$ cat config.mk
export PLATFORM = sky130hd
export DESIGN_NAME = msf_timekeeper
export DESIGN_NICKNAME = d
export VERILOG_FILES = /design/src/rtl/msf_pkg.sv /design/src/rtl/bcd_time_counter.sv /design/src/rtl/msf_timekeeper.sv
export SDC_FILE = /design/constraint.sdc
export NUM_CORES = 1
export LEC_CHECK = 0
export ABC_AREA = 1
export ABC_CLOCK_PERIOD_IN_PS = 2800
export BUFFER_PORTS_ARGS = -buffer_cell sky130_fd_sc_hd__buf_2
export CAP_MARGIN = 0
export CORE_UTILIZATION = 44
export DETAILED_ROUTE_END_ITERATION = 7
export GPL_TIMING_DRIVEN = 0
export PLACE_DENSITY = 0.74
export SYNTH_ARGS = -nofsm -noshare
export SYNTH_HDL_FRONTEND = slang
export SYNTH_HIERARCHICAL = 1
export SYNTH_SLANG_ARGS = --single-unit
$ cat constraint.sdc
create_clock -name clk_i -period 2.8 [get_ports clk_i]
set_input_delay 0.14 -clock clk_i [delete_from_list [all_inputs] [get_ports clk_i]]
set_output_delay 0.14 -clock clk_i [all_outputs]
set_load 0.02 [all_outputs]
$ cat src/rtl/msf_pkg.sv
// Shared definitions for the MSF time-of-day keeper: sync state encoding,
// BCD field widths used by the decoder interface, and field qualification.
package msf_pkg;

    typedef enum logic [1:0] {
        ST_UNSYNC   = 2'd0,
        ST_SYNCED   = 2'd1,
        ST_HOLDOVER = 2'd2
    } sync_state_e;

    localparam int HOUR_H_W = 2;
    localparam int HOUR_L_W = 4;
    localparam int MIN_H_W  = 3;
    localparam int MIN_L_W  = 4;
    localparam int SEC_H_W  = 3;
    localparam int SEC_L_W  = 4;

    localparam int           GAP_W          = 7;
    localparam logic [6:0]   GAP_MISS_TICKS = 7'd62;
    localparam logic [6:0]   GAP_MAX        = 7'd127;

    // True when the decoded hh:mm is a legal BCD time of day.
    function automatic logic fields_valid(
        input logic [HOUR_H_W-1:0] hh,
        input logic [HOUR_L_W-1:0] hl,
        input logic [MIN_H_W-1:0]  mh,
        input logic [MIN_L_W-1:0]  ml
    );
        logic hour_ok;
        hour_ok = (hh < 2'd2) || ((hh == 2'd2) && (hl <= 4'd3));
        return hour_ok && (hl <= 4'd9) && (mh <= 3'd5) && (ml <= 4'd9);
    endfunction

endpackage

$ cat src/rtl/bcd_time_counter.sv
// BCD hh:mm:ss counter advanced by a per-second tick, with a load port for
// decoded hh:mm. Load has priority over tick and zeroes the seconds.
module bcd_time_counter
    import msf_pkg::*;
(
    input  logic                clk_i,
    input  logic                rst_i,
    input  logic                tick_i,
    input  logic                load_i,
    input  logic [HOUR_H_W-1:0] load_hour_h_i,
    input  logic [HOUR_L_W-1:0] load_hour_l_i,
    input  logic [MIN_H_W-1:0]  load_minute_h_i,
    input  logic [MIN_L_W-1:0]  load_minute_l_i,
    output logic [HOUR_H_W-1:0] hour_h_o,
    output logic [HOUR_L_W-1:0] hour_l_o,
    output logic [MIN_H_W-1:0]  minute_h_o,
    output logic [MIN_L_W-1:0]  minute_l_o,
    output logic [SEC_H_W-1:0]  second_h_o,
    output logic [SEC_L_W-1:0]  second_l_o,
    output logic                minute_wrap_o
);

    // Combinational so the sync FSM can act on the same edge the time rolls over.
    assign minute_wrap_o = tick_i && !load_i && (second_h_o == 3'd5) && (second_l_o == 4'd9);

    // Load or ripple-carry increment of the six BCD digits.
    always_ff @(posedge clk_i or posedge rst_i) begin
        if (rst_i) begin
            hour_h_o   <= '0;
            hour_l_o   <= '0;
            minute_h_o <= '0;
            minute_l_o <= '0;
            second_h_o <= '0;
            second_l_o <= '0;
        end else if (load_i) begin
            hour_h_o   <= load_hour_h_i;
            hour_l_o   <= load_hour_l_i;
            minute_h_o <= load_minute_h_i;
            minute_l_o <= load_minute_l_i;
            second_h_o <= '0;
            second_l_o <= '0;
        end else if (tick_i) begin
            if (second_l_o != 4'd9) begin
                second_l_o <= second_l_o + 4'd1;
            end else begin
                second_l_o <= '0;
                if (second_h_o != 3'd5) begin
                    second_h_o <= second_h_o + 3'd1;
                end else begin
                    second_h_o <= '0;
                    if (minute_l_o != 4'd9) begin
                        minute_l_o <= minute_l_o + 4'd1;
                    end else begin
                        minute_l_o <= '0;
                        if (minute_h_o != 3'd5) begin
                            minute_h_o <= minute_h_o + 3'd1;
                        end else begin
                            minute_h_o <= '0;
                            if ((hour_h_o == 2'd2) && (hour_l_o == 4'd3)) begin
                                hour_h_o <= '0;
                                hour_l_o <= '0;
                            end else if (hour_l_o == 4'd9) begin
                                hour_l_o <= '0;
                                hour_h_o <= hour_h_o + 2'd1;
                            end else begin
                                hour_l_o <= hour_l_o + 4'd1;
                            end
                        end
                    end
                end
            end
        end
    end

endmodule

$ cat src/rtl/msf_timekeeper.sv
// MSF time-of-day keeper: qualifies per-minute decodes, loads or confirms the
// local BCD clock, and tracks sync / holdover status.
//
//   state       | meaning
//   ------------+---------------------------------------------------------
//   ST_UNSYNC   | not trusted; counting consecutive consistent decodes
//   ST_SYNCED   | local time confirmed by the decoder
//   ST_HOLDOVER | decodes missing; free-running for up to HOLDOVER_MIN min
module msf_timekeeper
    import msf_pkg::*;
#(
    parameter int CONFIRM_FRAMES = 2,
    parameter int HOLDOVER_MIN   = 60
) (
    input  logic                clk_i,
    input  logic                rst_i,
    input  logic                tick_i,
    input  logic                dec_valid_i,
    input  logic [HOUR_H_W-1:0] dec_hour_h_i,
    input  logic [HOUR_L_W-1:0] dec_hour_l_i,
    input  logic [MIN_H_W-1:0]  dec_minute_h_i,
    input  logic [MIN_L_W-1:0]  dec_minute_l_i,
    output logic [HOUR_H_W-1:0] hour_h_o,
    output logic [HOUR_L_W-1:0] hour_l_o,
    output logic [MIN_H_W-1:0]  minute_h_o,
    output logic [MIN_L_W-1:0]  minute_l_o,
    output logic [SEC_H_W-1:0]  second_h_o,
    output logic [SEC_L_W-1:0]  second_l_o,
    output logic [1:0]          state_o,
    output logic                sync_o
);

    localparam logic [2:0] CONFIRM_TGT = 3'(CONFIRM_FRAMES);
    localparam logic [7:0] HOLD_TGT    = 8'(HOLDOVER_MIN);

    sync_state_e      state;
    logic [2:0]       confirm_cnt;
    logic [2:0]       confirm_inc;
    logic [7:0]       hold_cnt;
    logic [7:0]       hold_inc;
    logic [GAP_W-1:0] gap_cnt;
    logic             qual;
    logic             match;
    logic             load;
    logic             tick_adv;
    logic             miss;
    logic             minute_wrap;

    assign qual = dec_valid_i &&
                  fields_valid(dec_hour_h_i, dec_hour_l_i, dec_minute_h_i, dec_minute_l_i);

    assign match = qual &&
                   (dec_hour_h_i == hour_h_o) && (dec_hour_l_i == hour_l_o) &&
                   (dec_minute_h_i == minute_h_o) && (dec_minute_l_i == minute_l_o) &&
                   (second_h_o == 3'd0) && (second_l_o == 4'd0);

    assign load     = qual && !match;
    // A decode in the same cycle as a tick owns the edge; the tick is dropped.
    assign tick_adv = tick_i && !qual;
    assign miss     = tick_adv && (gap_cnt == GAP_MISS_TICKS - 7'd1);

    assign confirm_inc = (confirm_cnt == 3'd7) ? 3'd7 : confirm_cnt + 3'd1;
    assign hold_inc    = hold_cnt + 8'd1;
    assign state_o     = state;

    bcd_time_counter u_time (
        .clk_i           (clk_i),
        .rst_i           (rst_i),
        .tick_i          (tick_adv),
        .load_i          (load),
        .load_hour_h_i   (dec_hour_h_i),
        .load_hour_l_i   (dec_hour_l_i),
        .load_minute_h_i (dec_minute_h_i),
        .load_minute_l_i (dec_minute_l_i),
        .hour_h_o        (hour_h_o),
        .hour_l_o        (hour_l_o),
        .minute_h_o      (minute_h_o),
        .minute_l_o      (minute_l_o),
        .second_h_o      (second_h_o),
        .second_l_o      (second_l_o),
        .minute_wrap_o   (minute_wrap)
    );

    // Ticks since the last qualified decode, saturating.
    always_ff @(posedge clk_i or posedge rst_i) begin
        if (rst_i) begin
            gap_cnt <= '0;
        end else if (qual) begin
            gap_cnt <= '0;
        end else if (tick_i && (gap_cnt != GAP_MAX)) begin
            gap_cnt <= gap_cnt + 7'd1;
        end
    end

    // Sync state machine with confirm and holdover counters; sync_o registered alongside.
    always_ff @(posedge clk_i or posedge rst_i) begin
        if (rst_i) begin
            state       <= ST_UNSYNC;
            sync_o      <= 1'b0;
            confirm_cnt <= '0;
            hold_cnt    <= '0;
        end else begin
            case (state)
                ST_UNSYNC: begin
                    if (match) begin
                        confirm_cnt <= confirm_inc;
                        if (confirm_inc >= CONFIRM_TGT) begin
                            state  <= ST_SYNCED;
                            sync_o <= 1'b1;
                        end
                    end else if (load) begin
                        confirm_cnt <= 3'd1;
                        if (CONFIRM_TGT <= 3'd1) begin
                            state  <= ST_SYNCED;
                            sync_o <= 1'b1;
                        end
                    end
                end
                ST_SYNCED: begin
                    if (load) begin
                        confirm_cnt <= 3'd1;
                        state       <= ST_UNSYNC;
                        sync_o      <= 1'b0;
                    end else if (miss) begin
                        hold_cnt <= '0;
                        state    <= ST_HOLDOVER;
                        sync_o   <= 1'b1;
                    end
                end
                ST_HOLDOVER: begin
                    if (match) begin
                        state  <= ST_SYNCED;
                        sync_o <= 1'b1;
                    end else if (load) begin
                        confirm_cnt <= 3'd1;
                        state       <= ST_UNSYNC;
                        sync_o      <= 1'b0;
                    end else if (minute_wrap) begin
                        hold_cnt <= hold_inc;
                        if (hold_inc >= HOLD_TGT) begin
                            confirm_cnt <= '0;
                            state       <= ST_UNSYNC;
                            sync_o      <= 1'b0;
                        end
                    end
                end
                default: begin
                    state  <= ST_UNSYNC;
                    sync_o <= 1'b0;
                end
            endcase
        end
    end

endmodule
==> implementation parameters <==
Parameter                              Value

Critical path
  Worst setup slack for register-to-register paths    0.27 ns
  Data arrival time of the worst path    2.72 ns
  Critical path fanouts, max    10
  Data required time at the worst endpoint    2.98 ns
  Worst setup EP type    flop
  Crit Path Class    flop to flop
  Crit start category    flop

Final layout
  Antenna Cells    0
  Layout area overhead    13.8%
  FF/Latch Area    1040 sq um
  Area occupied by multi-input gates    1820 sq um
  Utilization after layout    53.0%
  Total number of nets in the final design    498
  Design Area, Final    3440 sq um
  Fraction of layout cells with a size suffix above 1    21.1%
  Number of filler cells placed in the layout    607
  Number of standard cells in the final layout excluding fillers    546

Timing
  Worst clock skew on the final layout    0.0109 ns
  Fin worst setup slack    0.265 ns
  Ratio of final minimum period to clock period    90.5%
  Final count of hold timing violations    4
  Worst hold slack after final layout    -0.00232 ns
  Transition time of the tightest slew-check pin    0.834 ns
  Total negative setup slack    0 ns
  FMAX    395 MHz
  Tightest slew margin relative to the limit    44.4%
  Number of max-slew violations in the final report    0
  RSZ-0062 raised after global routing    false
  Min Clock Period, post-route    2.53 ns
  Finish-stage setup viols    0

Placement
  Final HPWL from detailed placement    5.19 mm
  DP Area    3310 sq um
  Number of instances in the placed design    538
  Routability congestion estimate from global placement    0.828
  Post-placement worst setup slack    0.118 ns
  Port Buffers    39

Power
  Design Power    2.46 mW
  Total power density per cell area    714 nW/um^2
  Worst vdd ir    0.501 mV
  Leakage    1.72 nW

Synth
  Top_reg_cell synth    dfrtp_1
  Share of Yosys cell area claimed by the top area cell type    33.9%
  Yosys warning total    6
  Number of unique standard cell types used by synthesis    35
  Post-synthesis instance area    3020 sq um
  Fraction of registers with async set or reset after synthesis    100%
  Largest area contributor in the synthesized netlist    dfrtp_1
  Most frequent cell after synthesis    nand2_1
  Post-synthesis instance total    422
  Synthesized flop and latch total    41
  Post-synthesis area per instance    7.16 sq um
  EDFF count, synth    0
  Largest cells by area after synthesis    dfrtp_1 34%, nand2_1 14%, inv_1 5.5%, ha_1 5.4%, nor2_1 5.1%
  Seq/Total Area, Yosys    33.9%
  Syn Nets    452
  Commonest cells in the netlist    115 x nand2_1, 44 x inv_1, 41 x dfrtp_1, 41 x nor2_1

Clock tree
  Clock network latency to the later pin of the worst-skew pair    0.31 ns
  CTS tree    done
  CTS Sinks    41
  Total CTS buffers    5
  H-tree lvl count    2
  Clk Tree Root Cell    clkbuf_8
  Hold buffers post-CTS    0
  Clock edge transition at the registers on the reported setup and hold paths    0.09 ns
  Setup repair bufs after CTS    0
  Maximum buffer depth of the clock tree    2

Die
  Number of cell rows    29
  Placeable core area    6490 sq um
  Die ar.    7210 sq um
  Initial Utilization    46.5%
  Die extent in x    84.9 um
  Height of the die    84.9 um
  # IOs    40

Detailed routing
  First-pass iteration count of the detailed router    4
  Final routed wirelength across all metal layers    6.90 mm
  Via count    2873
  Iteration-0 DRC count of the detailed router    159
  Avg WL per Cell    12.6 um
  Number of remaining DRC errors    0
  Vias/cell    5.26
  Number of nets with antenna violations after routing    0

Outcome
  Violations in the final reports    negative hold slack
  Result of the run    finished with violations

GRT
  Total global routing overflow    0
  Number of antenna violations at the first check in global routing    0
  Total routing resource utilization after global routing    20.8%
  Pin count of the biggest net entering global routing    22
  Via count of the first global-routing pass    2775
  Wire length of the first global-routing pass    12.2 mm

Job
  Max Cap Violations    0

Hold path
  Path class of the lowest-slack min-delay path    primary input to async pin
==> cell type report <==
class                           count  share of cell area (%)
Multi-Input combinational cell    329                    53.0
Tap cell                           77                    2.80
Timing Repair Buffer               39                    5.67
Sequential cell                    41                    30.1
Buffer                              4                   0.691
Inverter                           48                    5.24
Clock buffer                        5                    2.00
Clock inverter                      3                   0.509
==> what timing repair did <==
action,in CTS,in global routing
resized for setup,0,14
endpoints found under the setup margin,0,14
endpoints found under the hold margin,0,0
==> final timing paths <==
check / from / end / cells past startpoint
setup / recovery: u_time/minute_h_o[0]$_DFFE_PP0P_ / sync_o$_DFFE_PP0P_ / 16
hold / removal: rst_i / u_time/second_h_o[2]$_DFFE_PP0P_ / 2
setup reg to reg: u_time/minute_h_o[0]$_DFFE_PP0P_ / sync_o$_DFFE_PP0P_ / 16
hold reg to reg: sync_o$_DFFE_PP0P_ / sync_o$_DFFE_PP0P_ / 2
max in group asynchronous: rst_i / u_time/hour_l_o[0]$_DFFE_PP0P_ / 2
min in group clk_i: dec_minute_l_i[1] / u_time/minute_l_o[1]$_DFFE_PP0P_ / 3
==> per-layer routing <==
| layer | global-route usage (%) | share of wire [%] | up-vias | wire, um |
|---|---|---|---|---|
| met2 | 36.5 | 48 | 62 | 3290 |
| met5 | 0 | 0 | - | 0 |
| met3 | 3.21 | 4.0 | 11 | 273 |
| met4 | 6.16 | 1.5 | 0 | 107 |
| li1 | - | - | 1465 | - |
| met1 | 26.5 | 47 | 1335 | 3230 |
==> worst max-delay path, stage by stage, from the launching register on <==
cell and delay [ns]:
dfrtp_1 0.49, xor2_1 0.23, nor2_1 0.06, nand2_1 0.08, nor2_2 0.05, nand2_2 0.10
nand2_4 0.09, inv_1 0.17, buf_4 0.22, nor3_4 0.07, or2_2 0.34, nand2_1 0.10
nand2_1 0.06, nand2_1 0.06, nand2_1 0.08, nand3_1 0.11, nand3_1 0.09
==> logic make-up (layout without fill, tap and decap cells) <==
kind of cell    after synthesis  count (layout)  share of synthesized area [%]
compound gates               56              56                           10.1
xor+xnor                     18              18                           5.22
fa+ha+maj                    13              13                           5.38
buf+inv                      52              99                           6.66
flops                        41              41                           33.9
simple gates                242             242                           38.7
==> placed cells by master (no fill, tap or decap), drive strengths merged, types with 4 or more instances in the layout <==
cell and instances:
xor2 14, nand2 125, inv 48, xnor2 4, nor3 9, ha 13, buf 42, dfrtp 41
nor2 54, nand4 13, nand3 31, o21ai 35, clkbuf 6, a21oi 17
==> power by group <==
part / switching, mW / internal, mW / total, mW
logic: 0.731 / 0.392 / 1.12
clock network: 0.224 / 0.172 / 0.397
registers: 0.191 / 0.746 / 0.937
==> registers in the layout (all words and copies together) (netlist names) <==
signal	cells
u_time/second_l_o	4
gap_cnt	7
u_time/hour_l_o	4
u_time/minute_h_o	3
confirm_cnt	3
state_o	2
u_time/second_h_o	3
u_time/hour_h_o	2
u_time/minute_l_o	4
hold_cnt	8
sync_o	1
No activity file was read; power rests on OpenSTA's default activity.
